$ cat config.mk
export PLATFORM = sky130hd
export DESIGN_NAME = jenc_byte_serializer
export DESIGN_NICKNAME = d
export VERILOG_FILES = /design/src/rtl/jenc_pkg.sv /design/src/rtl/jenc_byte_serializer.sv
export SDC_FILE = /design/constraint.sdc
export NUM_CORES = 1
export LEC_CHECK = 0
export BUFFER_PORTS_ARGS = -buffer_cell sky130_fd_sc_hd__buf_2
export CAP_MARGIN = 15
export CORE_MARGIN = 2
export CORE_UTILIZATION = 50
export CTS_CLUSTER_DIAMETER = 80
export DETAILED_ROUTE_END_ITERATION = 16
export PLACE_DENSITY = 0.78
export SLEW_MARGIN = 25
export SYNTH_ARGS = -nofsm -noshare
export SYNTH_HDL_FRONTEND = slang
export SYNTH_SLANG_ARGS = --single-unit
$ cat constraint.sdc
create_clock -name clk -period 2.6 [get_ports clk]
set_clock_uncertainty 0.1 [all_clocks]
set_input_delay 0.78 -clock clk [delete_from_list [all_inputs] [get_ports clk]]
set_output_delay 0.78 -clock clk [all_outputs]
set_load 0.01 [all_outputs]
$ cat src/rtl/jenc_pkg.sv
// -----------------------------------------------------------------------------
// jenc_pkg
// Shared definitions for the JPEG encoder engine blocks.
//   - jenc_state_e : byte serializer FSM states
//   - EOI marker bytes (FF D9) appended after the last payload byte
//   - JENC_SIZE_W  : default width of frame size / byte count fields
// -----------------------------------------------------------------------------
package jenc_pkg;

  typedef enum logic [1:0] {
    ST_EMPTY  = 2'd0,
    ST_SHIFT  = 2'd1,
    ST_EOI_FF = 2'd2,
    ST_EOI_D9 = 2'd3
  } jenc_state_e;

  localparam logic [7:0] EOI_MARK_HI = 8'hFF;
  localparam logic [7:0] EOI_MARK_LO = 8'hD9;

  localparam int JENC_SIZE_W = 20;

endpackage : jenc_pkg

$ cat src/rtl/jenc_byte_serializer.sv
// -----------------------------------------------------------------------------
// jenc_byte_serializer
// Converts 32-bit packed encoder words into a big-endian byte stream.
// Padding bytes of the final word are trimmed using the frame byte size, an
// optional EOI marker (FF D9) is appended, and transferred bytes are counted
// per frame.
//
// Build option:
//   JENC_EOI_APPEND_EN  defined -> FF D9 follows the last payload byte, tlast
//                                  sits on D9, byte_cnt includes the marker.
//                       undefined -> tlast sits on the last payload byte.
//
// Ports:
//   clk         system clock, rising edge
//   resetn      synchronous active-low reset
//   in_data     encoder word, byte 0 = in_data[31:24] goes out first
//   in_tlast    final word of the frame
//   in_valid    word present
//   in_hold     backpressure to encoder (accept = in_valid & ~in_hold)
//   in_size     frame payload bytes, only looked at with the tlast word
//   out_data    output byte
//   out_tlast   final byte of the frame
//   out_valid   byte present
//   out_hold    consumer backpressure (transfer = out_valid & ~out_hold)
//   byte_cnt    bytes transferred in the current / last frame (saturating)
//   frame_done  one-cycle pulse after the out_tlast byte transfers
// -----------------------------------------------------------------------------
module jenc_byte_serializer
  import jenc_pkg::*;
#(
  parameter int SIZE_W = JENC_SIZE_W
) (
  input  logic              clk,
  input  logic              resetn,
  input  logic [31:0]       in_data,
  input  logic              in_tlast,
  input  logic              in_valid,
  output logic              in_hold,
  input  logic [SIZE_W-1:0] in_size,
  output logic [7:0]        out_data,
  output logic              out_tlast,
  output logic              out_valid,
  input  logic              out_hold,
  output logic [SIZE_W-1:0] byte_cnt,
  output logic              frame_done
);

  jenc_state_e       state_reg, state_next;
  logic [31:0]       word_reg, word_next;
  logic [1:0]        idx_reg, idx_next;
  logic [2:0]        nb_reg, nb_next;
  logic              last_reg, last_next;
  logic [SIZE_W-1:0] cnt_reg;
  logic              restart_reg;
  logic              frame_done_reg;

  logic              xfer;
  logic              at_final;
  logic              exhaust;
  logic              accept;
  logic [2:0]        accept_nb;
  logic [7:0]        cur_byte;

  // Only the two low bits of the size decide how many bytes of the tlast
  // word carry payload; the rest of the field is informational here.
  logic              unused_size_hi;
  assign unused_size_hi = ^in_size[SIZE_W-1:2];

  assign out_valid = (state_reg != ST_EMPTY);
  assign xfer      = out_valid & ~out_hold;
  assign at_final  = ({1'b0, idx_reg} == (nb_reg - 3'd1));
  assign exhaust   = (state_reg == ST_SHIFT) & xfer & at_final;

  // Opening the input on the exhausting cycle of a non-last word lets the
  // next word land without a bubble; this is combinational from out_hold.
  assign in_hold   = (state_reg != ST_EMPTY) & ~(exhaust & ~last_reg);
  assign accept    = in_valid & ~in_hold;

  // A size that is a multiple of 4 means the final word is full.
  assign accept_nb = (in_tlast && (in_size[1:0] != 2'd0)) ? {1'b0, in_size[1:0]} : 3'd4;

  always_comb begin
    cur_byte = word_reg[31:24];
    case (idx_reg)
      2'd0:    cur_byte = word_reg[31:24];
      2'd1:    cur_byte = word_reg[23:16];
      2'd2:    cur_byte = word_reg[15:8];
      default: cur_byte = word_reg[7:0];
    endcase
  end

  // Output byte mux
  always_comb begin
    out_data  = 8'h00;
    out_tlast = 1'b0;
    case (state_reg)
      ST_SHIFT: begin
        out_data = cur_byte;
`ifndef JENC_EOI_APPEND_EN
        out_tlast = last_reg & at_final;
`endif
      end
`ifdef JENC_EOI_APPEND_EN
      ST_EOI_FF: out_data = EOI_MARK_HI;
      ST_EOI_D9: begin
        out_data  = EOI_MARK_LO;
        out_tlast = 1'b1;
      end
`endif
      default: ;
    endcase
  end

  // Next-state logic
  always_comb begin
    state_next = state_reg;
    word_next  = word_reg;
    idx_next   = idx_reg;
    nb_next    = nb_reg;
    last_next  = last_reg;
    case (state_reg)
      ST_EMPTY: begin
        if (accept) begin
          word_next  = in_data;
          idx_next   = 2'd0;
          nb_next    = accept_nb;
          last_next  = in_tlast;
          state_next = ST_SHIFT;
        end
      end
      ST_SHIFT: begin
        if (xfer) begin
          if (at_final) begin
            if (last_reg) begin
`ifdef JENC_EOI_APPEND_EN
              state_next = ST_EOI_FF;
`else
              state_next = ST_EMPTY;
`endif
            end else if (accept) begin
              word_next  = in_data;
              idx_next   = 2'd0;
              nb_next    = accept_nb;
              last_next  = in_tlast;
              state_next = ST_SHIFT;
            end else begin
              state_next = ST_EMPTY;
            end
          end else begin
            idx_next = idx_reg + 2'd1;
          end
        end
      end
`ifdef JENC_EOI_APPEND_EN
      ST_EOI_FF: if (xfer) state_next = ST_EOI_D9;
      ST_EOI_D9: if (xfer) state_next = ST_EMPTY;
`endif
      default: state_next = ST_EMPTY;
    endcase
  end

  always_ff @(posedge clk) begin
    if (!resetn) begin
      state_reg      <= ST_EMPTY;
      word_reg       <= '0;
      idx_reg        <= '0;
      nb_reg         <= '0;
      last_reg       <= 1'b0;
      cnt_reg        <= '0;
      restart_reg    <= 1'b1;
      frame_done_reg <= 1'b0;
    end else begin
      state_reg      <= state_next;
      word_reg       <= word_next;
      idx_reg        <= idx_next;
      nb_reg         <= nb_next;
      last_reg       <= last_next;
      frame_done_reg <= xfer & out_tlast;
      if (xfer) begin
        // The first byte after a finished frame (or reset) restarts the count.
        restart_reg <= out_tlast;
        if (restart_reg) begin
          cnt_reg <= SIZE_W'(1);
        end else if (cnt_reg != {SIZE_W{1'b1}}) begin
          cnt_reg <= cnt_reg + SIZE_W'(1);
        end
      end
    end
  end

  assign byte_cnt   = cnt_reg;
  assign frame_done = frame_done_reg;

endmodule : jenc_byte_serializer

; ---- Word-level counts from Yosys, hierarchy flattened
; Cells that the tools add are included.
[word_totals]
register_bits = 62
in_bits = 57
output_inout_bits = 32
word_cells = 78
[classes]
add_sub_neg = 3
n_eq_ne = 10
mux = 33
bitwise_logic = 12
n_reduce_logical = 12
[ops]
columns = operator, count
row1 = 32-bit 2-to-1 mux, 4
row2 = 32-bit one-hot mux with 2 select lines, 1
row3 = 20-bit 2-to-1 mux, 2
row4 = 8-bit one-hot mux with 3 select lines, 1
row5 = 20-bit by 1-bit adder with 20-bit output (second input constant), 1
row6 = 20-bit inequality test (second input constant), 1
row7 = 3-bit 2-to-1 mux, 5
row8 = 2-bit 2-to-1 mux, 7
row9 = 1-bit AND, 8
row10 = 1-bit 2-to-1 mux, 8
row11 = 8-bit 2-to-1 mux, 1
row12 = 2-bit inequality test (second input constant), 4
row13 = 2-bit one-hot mux with 2 select lines, 2
row14 = 4-bit AND reduction, 2
row15 = 2-bit nonzero test, 4
row16 = 3-bit one-hot mux with 2 select lines, 1
row17 = 3-bit AND reduction, 2
row18 = 2-bit by 1-bit == test with 1-bit output (second input constant), 2
row19 = 2-bit logical NOT, 2
row20 = 1-bit NOT, 4
row21 = 2-bit by 3-bit == test with 1-bit output, 1
row22 = 3-bit inequality test (second input constant), 1
row23 = 3-bit by 1-bit subtractor with 3-bit output (second input constant), 1
row24 = 2-bit by 1-bit adder with 2-bit output (second input constant), 1
row25 = 4 further kinds, 4

; ---- Depth between registers and ports, before layout
; Gate-level depths: netlist (run 1).
[logic_depth]
depth_word = 14
mapped_depth = 9

; ---- Least setup slack after synthesis (run 1)
; OpenSTA, ideal clock, no wires.
[synth_timing]
kind = flip-flop to output port
start = register idx_reg[0]
end = output port out_data[0]
t_arrival_ns = 1.392
t_required_ns = 1.720
path_slack_ns = 0.328
path_stages_with_launch = 7
path_cell_list = dfxtp_1 -> inv_1 -> ha_1 -> clkbuf_1 -> a222oi_1 -> o21ai_0 -> and2_1
[synth_between]
elab_chain_len = 3
word_cells_on_any_way = 5
classes_between = 2 x eq/ne / 2 x mux / 1 x reduce/logical
[synth_lines]
columns = element, line_no
row1 = "start, declared", jenc_byte_serializer.sv:50  ; logic [1:0] idx_reg, idx_next;
row2 = "start signal, assigned", jenc_byte_serializer.sv:175  ; idx_reg <= idx_next;
row3 = 2-bit == test (tied with other cells), jenc_byte_serializer.sv:84  ; case (idx_reg)
row4 = 8-bit one-hot mux with 3 select lines (*), jenc_byte_serializer.sv:84
row5 = 8-bit 2-to-1 mux (*), jenc_byte_serializer.sv:96  ; case (state_reg)
row6 = "end, declared", jenc_byte_serializer.sv:40  ; output logic [7:0] out_data,
; Every way passes the cells marked *; elsewhere a longest branch is shown, timed or not.

; ---- Worst setup path in the final report (run 1)
[layout_timing]
start = register idx_reg[0]
end = output port out_data[1]
; Same word-level chain as after synthesis.

==> flow_summary.yaml, run 1 <==
run_status:
  status: "finished, violations left"
  failed_checks: "setup timing"
finish:
  final_common_cell: "nand2_1"
  fin_cells: 505
  largest_register_ff_count: 32
  fillCellCount: 492
  fin_nets: 491
  final_cell_mix: "nand2_1 (88), buf_2 (70), dfxtp_1 (58), a21oi_1 (43), nor2_1 (17)"
  syn_to_final_growth_pct: 25.0
  drive_above_1_share: 0.279
  antenna_cells: 0
  fin_area_um2: 3640
  finalCoreUtilization: 0.653
detailed_routing:
  drt_wl_total_um: 7240
  vias: 2759
  drt-met1-wl_um: 3270
  drtPass1Iterations: 5
  met2_wirelength_um: 3450
  drtAntennaViolNets: 0
  wl_per_cell_um: 14.3
  wl_met3_um: 404
  viasPerCell: 5.46
  drc_errors: 0
  dr.max_layer_used: "met4"
  drt_iter0_markers: 201
logic_synthesis:
  synth-edff-count: 0
  syn_inst: 357
  syn_area_per_cell_um2: 8.16
  ys_types: 46
  synth_flop_cell: "dfxtp_1"
  synth-async-reset-ratio: 0
  syn_area_um2: 2910
  synth_seq_cells: 61
  yosys.area.top_type: "dfxtp_1"
  yosys.area.top_type_share: 0.419
  ys_seq_area_frac: 0.419
  synth_area_leaders: "dfxtp_1 (42%), nand2_1 (11%), a21oi_1 (7.4%), xnor2_1 (3.9%), o21ai_0 (2.9%)"
  synth_warnings: 0
  synth_nets: 420
clock_network:
  cts_sinks: 61
  clkTransAtPathRegs_ns: 0.07
  cts_made_buffers: 9
  clock-root-buffer: "clkbuf_8"
  htreeDepth: 3
  cts_tree: "done"
  clk_latency_ns: 0.34
  cts_buffer_depth: 2
sta:
  tns_ns: -0.154
  layout_setup_ws_ns: -0.104
  max_slew_margin: 0.628
  tightest_slew_ns: 0.553
  setup_viol: 2
  rsz0062_at_grt: "yes"
  drv_slew: 0
  hold_viol: 0
  period_needed_ns: 2.70
  fmax_mhz: 370
  post-route-period-util: 1.04
placed_design:
  place_congestion: 0.819
  port_buffers: 70
  dpl.hpwl_um: 4740
  dp.cells: 486
  post_dp_cell_area_um2: 3310
die:
  dieArea_um2: 6450
  coreArea_um2: 5570
  row_count: 27
  fp.dieH_um: 80.3
  initial_core_util: 0.523
  boundaryPins: 89
  die_w_um: 80.3
power_and_ir_drop:
  ir_drop_mv: 0.417
  power.density_nw_per_um2: 597
  leakage_nw: 1.49
  p_total_w: 0.00218
global_route:
  overflow: 0
  antenna_found_initial: 0
  grt_pass1_wl_um: 12000
  grt_pass1_vias: 2548
  grt.total_usage: 0.238
  grt_max_degree: 39
setup_path:
  crit_type: "reg -> out"
  cp_max_fo: 8
  crit_required_ns: 1.72
  crit_arrival_ns: 1.82
  startpoint_type: "flip-flop"
  cp-end-kind: "output pin"
min_path:
  min_path_type: "reg -> reg"
job:
  maxCapViolCount: 0
## worst max-delay path, stage by stage, from the launching register on
cell      delay (ns)
dfxtp_4         0.38
inv_4           0.05
ha_4            0.18
a222oi_1        0.45
o21ai_1         0.11
and2_1          0.17
buf_2           0.13
## per-layer routing
layer  track usage  up-vias
met2         0.372       73
met1         0.319     1293
li1              -     1380
met4        0.0695        0
met3        0.0697       13
met5             0        -
## final timing paths
kind,to,slack (ns),cells past startpoint,startpoint
setup / recovery,out_data[1],-0.10,6,idx_reg[0]
hold / removal,word_reg[11],0.35,2,word_reg[11]
setup reg to reg,word_reg[31],0.46,10,nb_reg[0]
hold reg to reg,word_reg[11],0.35,2,word_reg[11]
## per-stage QoR
step / setup slack, ns / hold WS [ns]
2_1_floorplan: 0.328 / 0.331
3_3_place_gp: 0.148 / 0.339
4_1_cts: -0.0500 / 0.353
6_report: -0.104 / 0.352
3_5_place_dp: 0.130 / 0.344
5_1_grt: -0.184 / 0.371
## cells by family (layout without fill, tap and decap cells)
family,count (synthesis),after routing,share of synthesized area
simple gates,156,156,0.254
compound gates,88,88,0.201
flops,61,61,0.419
buf+inv,30,106,0.0520
xor+xnor,16,16,0.0481
fa+ha+maj,6,6,0.0258
## power by group
| part | internal (W) | total [W] | switching, W |
|---|---|---|---|
| Sequential | 0.000973 | 0.00100 | 0.0000311 |
| Combinational | 0.0000944 | 0.000215 | 0.000120 |
| Clock | 0.000589 | 0.000957 | 0.000368 |
| Total | 0.00166 | 0.00218 | 0.000519 |
## cell type report
class / count / area, um2 / share of cell area
inverter: 9 / 36.3 / 0.00996
sequential: 61 / 1230 / 0.337
multi-input combinational: 266 / 1620 / 0.444
tap: 72 / 90.1 / 0.0247
clock inverter: 4 / 70.1 / 0.0192
clock buffer: 12 / 155 / 0.0426
timing repair buffer: 81 / 445 / 0.122
## cells in the mapped netlist, types with 2 or more instances
| master | instances |
|---|---|
| nand3_1 | 9 |
| a211oi_1 | 2 |
| or2_1 | 2 |
| a2111oi_2 | 3 |
| o2111ai_1 | 2 |
| nand4b_1 | 2 |
| ha_1 | 6 |
| nand2b_1 | 4 |
| clkbuf_1 | 10 |
| buf_2 | 7 |
| dfxtp_1 | 61 |
| nor3_1 | 7 |
| inv_1 | 9 |
| xnor2_1 | 13 |
| a222oi_1 | 8 |
| nand4_1 | 2 |
| and2_1 | 8 |
| o211a_1 | 2 |
| nor2_1 | 17 |
| o21ai_0 | 17 |
| buf_6 | 4 |
| xor2_1 | 3 |
| o31a_1 | 2 |
| and3_1 | 5 |
| nand2_1 | 88 |
| nor2b_1 | 2 |
| a21oi_1 | 43 |
## repair_timing
action | 4_1_cts | 5_1_grt
hold buffers | 0 | 0
endpoints found under the setup margin | 9 | 10
setup buffers | 2 | 1
hold endpoints to repair | 0 | 0
pin swaps | 5 | 10
resized for setup | 15 | 9
Note: power is estimated with default switching activity, not from simulation.
==> run 2: changes to the inputs <==
- clock period: 2.6 -> 2.7 ns (I/O delays scaled with it)
==> flow_summary.yaml, run 2 (synthesis gave the netlist of run 1 again) <==
run_status:
  status: "finished clean"
power_and_ir_drop:
  p_total_w: 0.00190
  leakage_nw: 1.47
  power.density_nw_per_um2: 529
  ir_drop_mv: 0.335
die:
  die_w_um: 80.3
  row_count: 27
  boundaryPins: 89
  coreArea_um2: 5570
  fp.dieH_um: 80.3
  dieArea_um2: 6450
  initial_core_util: 0.523
sta:
  post-route-period-util: 0.990
  max_slew_margin: 0.617
  period_needed_ns: 2.67
  rsz0062_at_grt: "yes"
  fmax_mhz: 374
  tns_ns: 0
  hold_viol: 0
  setup_viol: 0
  drv_slew: 0
  layout_setup_ws_ns: 0.0271
  tightest_slew_ns: 0.570
finish:
  antenna_cells: 0
  fin_area_um2: 3590
  finalCoreUtilization: 0.644
  final_cell_mix: "nand2_1 (88), buf_2 (70), dfxtp_1 (57), a21oi_1 (43), nor2_1 (17)"
  fillCellCount: 510
  final_common_cell: "nand2_1"
  syn_to_final_growth_pct: 23.2
  fin_nets: 494
  drive_above_1_share: 0.280
  largest_register_ff_count: 32
clock_network:
  cts_made_buffers: 9
  clock-root-buffer: "clkbuf_8"
  cts_sinks: 61
  cts_buffer_depth: 2
  clkTransAtPathRegs_ns: 0.07
  clk_latency_ns: 0.34
  cts_tree: "done"
  htreeDepth: 3
detailed_routing:
  drt_wl_total_um: 7100
  drtPass1Iterations: 6
  drc_errors: 0
  drtAntennaViolNets: 0
  vias: 2768
  wl_per_cell_um: 14.0
  drt_iter0_markers: 250
  viasPerCell: 5.45
setup_path:
  cp_top_family: "compound AO/OA/AOI/OAI gates"
  crit_required_ns: 1.79
  r2r_slack_ns: 0.45
  cp_num_buf_inv: 2
  crit_slowest_cell: "a222oi_1"
  startpoint_type: "flip-flop"
  cp_max_fo: 8
  crit_chain: "inv_2 > ha_4 > a222oi_1 > o21ai_0 > and2_1 > buf_2"
  max_stage_delay_ns: 0.38
  cp-end-kind: "output pin"
  crit_arrival_ns: 1.76
  crit_type: "reg -> out"
global_route:
  busiest_layer: "met2"
  grt_use_met3: 0.0573
  grt_max_degree: 39
  groute.layer.met2.usage: 0.370
  grt_pass1_vias: 2572
  antenna_found_initial: 0
  overflow: 0
  grt_pass1_wl_um: 11600
  use_met1: 0.300
  grt.total_usage: 0.230
min_path:
  min_path_type: "reg -> reg"
placed_design:
  post-place-ws_ns: 0.146
  port_buffers: 70
  dpl.hpwl_um: 4730
  place_congestion: 0.807
  post_dp_cell_area_um2: 3290
job:
  maxCapViolCount: 0
[run 2: timing repair]
item / in CTS / in global routing
pin swaps: 2 / 7
cloned: 0 / 0
gates resized for setup: 6 / 14
buffers inserted: 0 / 7
setup endpoints to repair: 8 / 9
hold buffers: 0 / 0
[run 2: metal layers]
metal,wire (um),share of wire
met4,108,0.015
met1,3230,0.45
met5,0,0
met2,3340,0.47
met3,425,0.060
[run 2: worst register-to-register path, cell delays in order (launching register included)]
cell and delay [ns]:
dfxtp_2 0.33, inv_1 0.06, ha_4 0.24, xor2_2 0.16, nand3_2 0.11, buf_4 0.15
buf_4 0.15, o31ai_4 0.20, buf_4 0.36, nand3_1 0.15, a21oi_1 0.16
[run 2: path summary, 6_finish.rpt]
kind / end / from / cells past startpoint
max: out_data[2] / idx_reg[1] / 6
min: word_reg[5] / word_reg[5] / 2
min reg2reg: word_reg[5] / word_reg[5] / 2
max reg2reg: nb_reg[1] / nb_reg[0] / 10
[run 2: final cells by class]
| cell class | count | area [um2] | share of cell area |
|---|---|---|---|
| Sequential cell | 61 | 1230 | 0.342 |
| Clock inverter | 4 | 22.5 | 0.00627 |
| Inverter | 9 | 33.8 | 0.00941 |
| Clock buffer | 12 | 155 | 0.0432 |
| Tap cell | 72 | 90.1 | 0.0251 |
| Timing Repair Buffer | 84 | 459 | 0.128 |
| Multi-Input combinational cell | 266 | 1600 | 0.446 |
[run 2: power breakdown]
group	switching (W)	total (W)	internal [W]
logic	0.000115	0.000204	0.0000888
registers	0.0000284	0.000965	0.000937
clock network	0.000351	0.000730	0.000378
total	0.000495	0.00190	0.00140
[run 2: through the flow]
step	instances	hold WS, ns
after CTS	501	0.353
after floorplan	357	0.331
after global routing	508	0.375
after detailed placement	485	0.344
final	508	0.351
after global placement	485	0.339
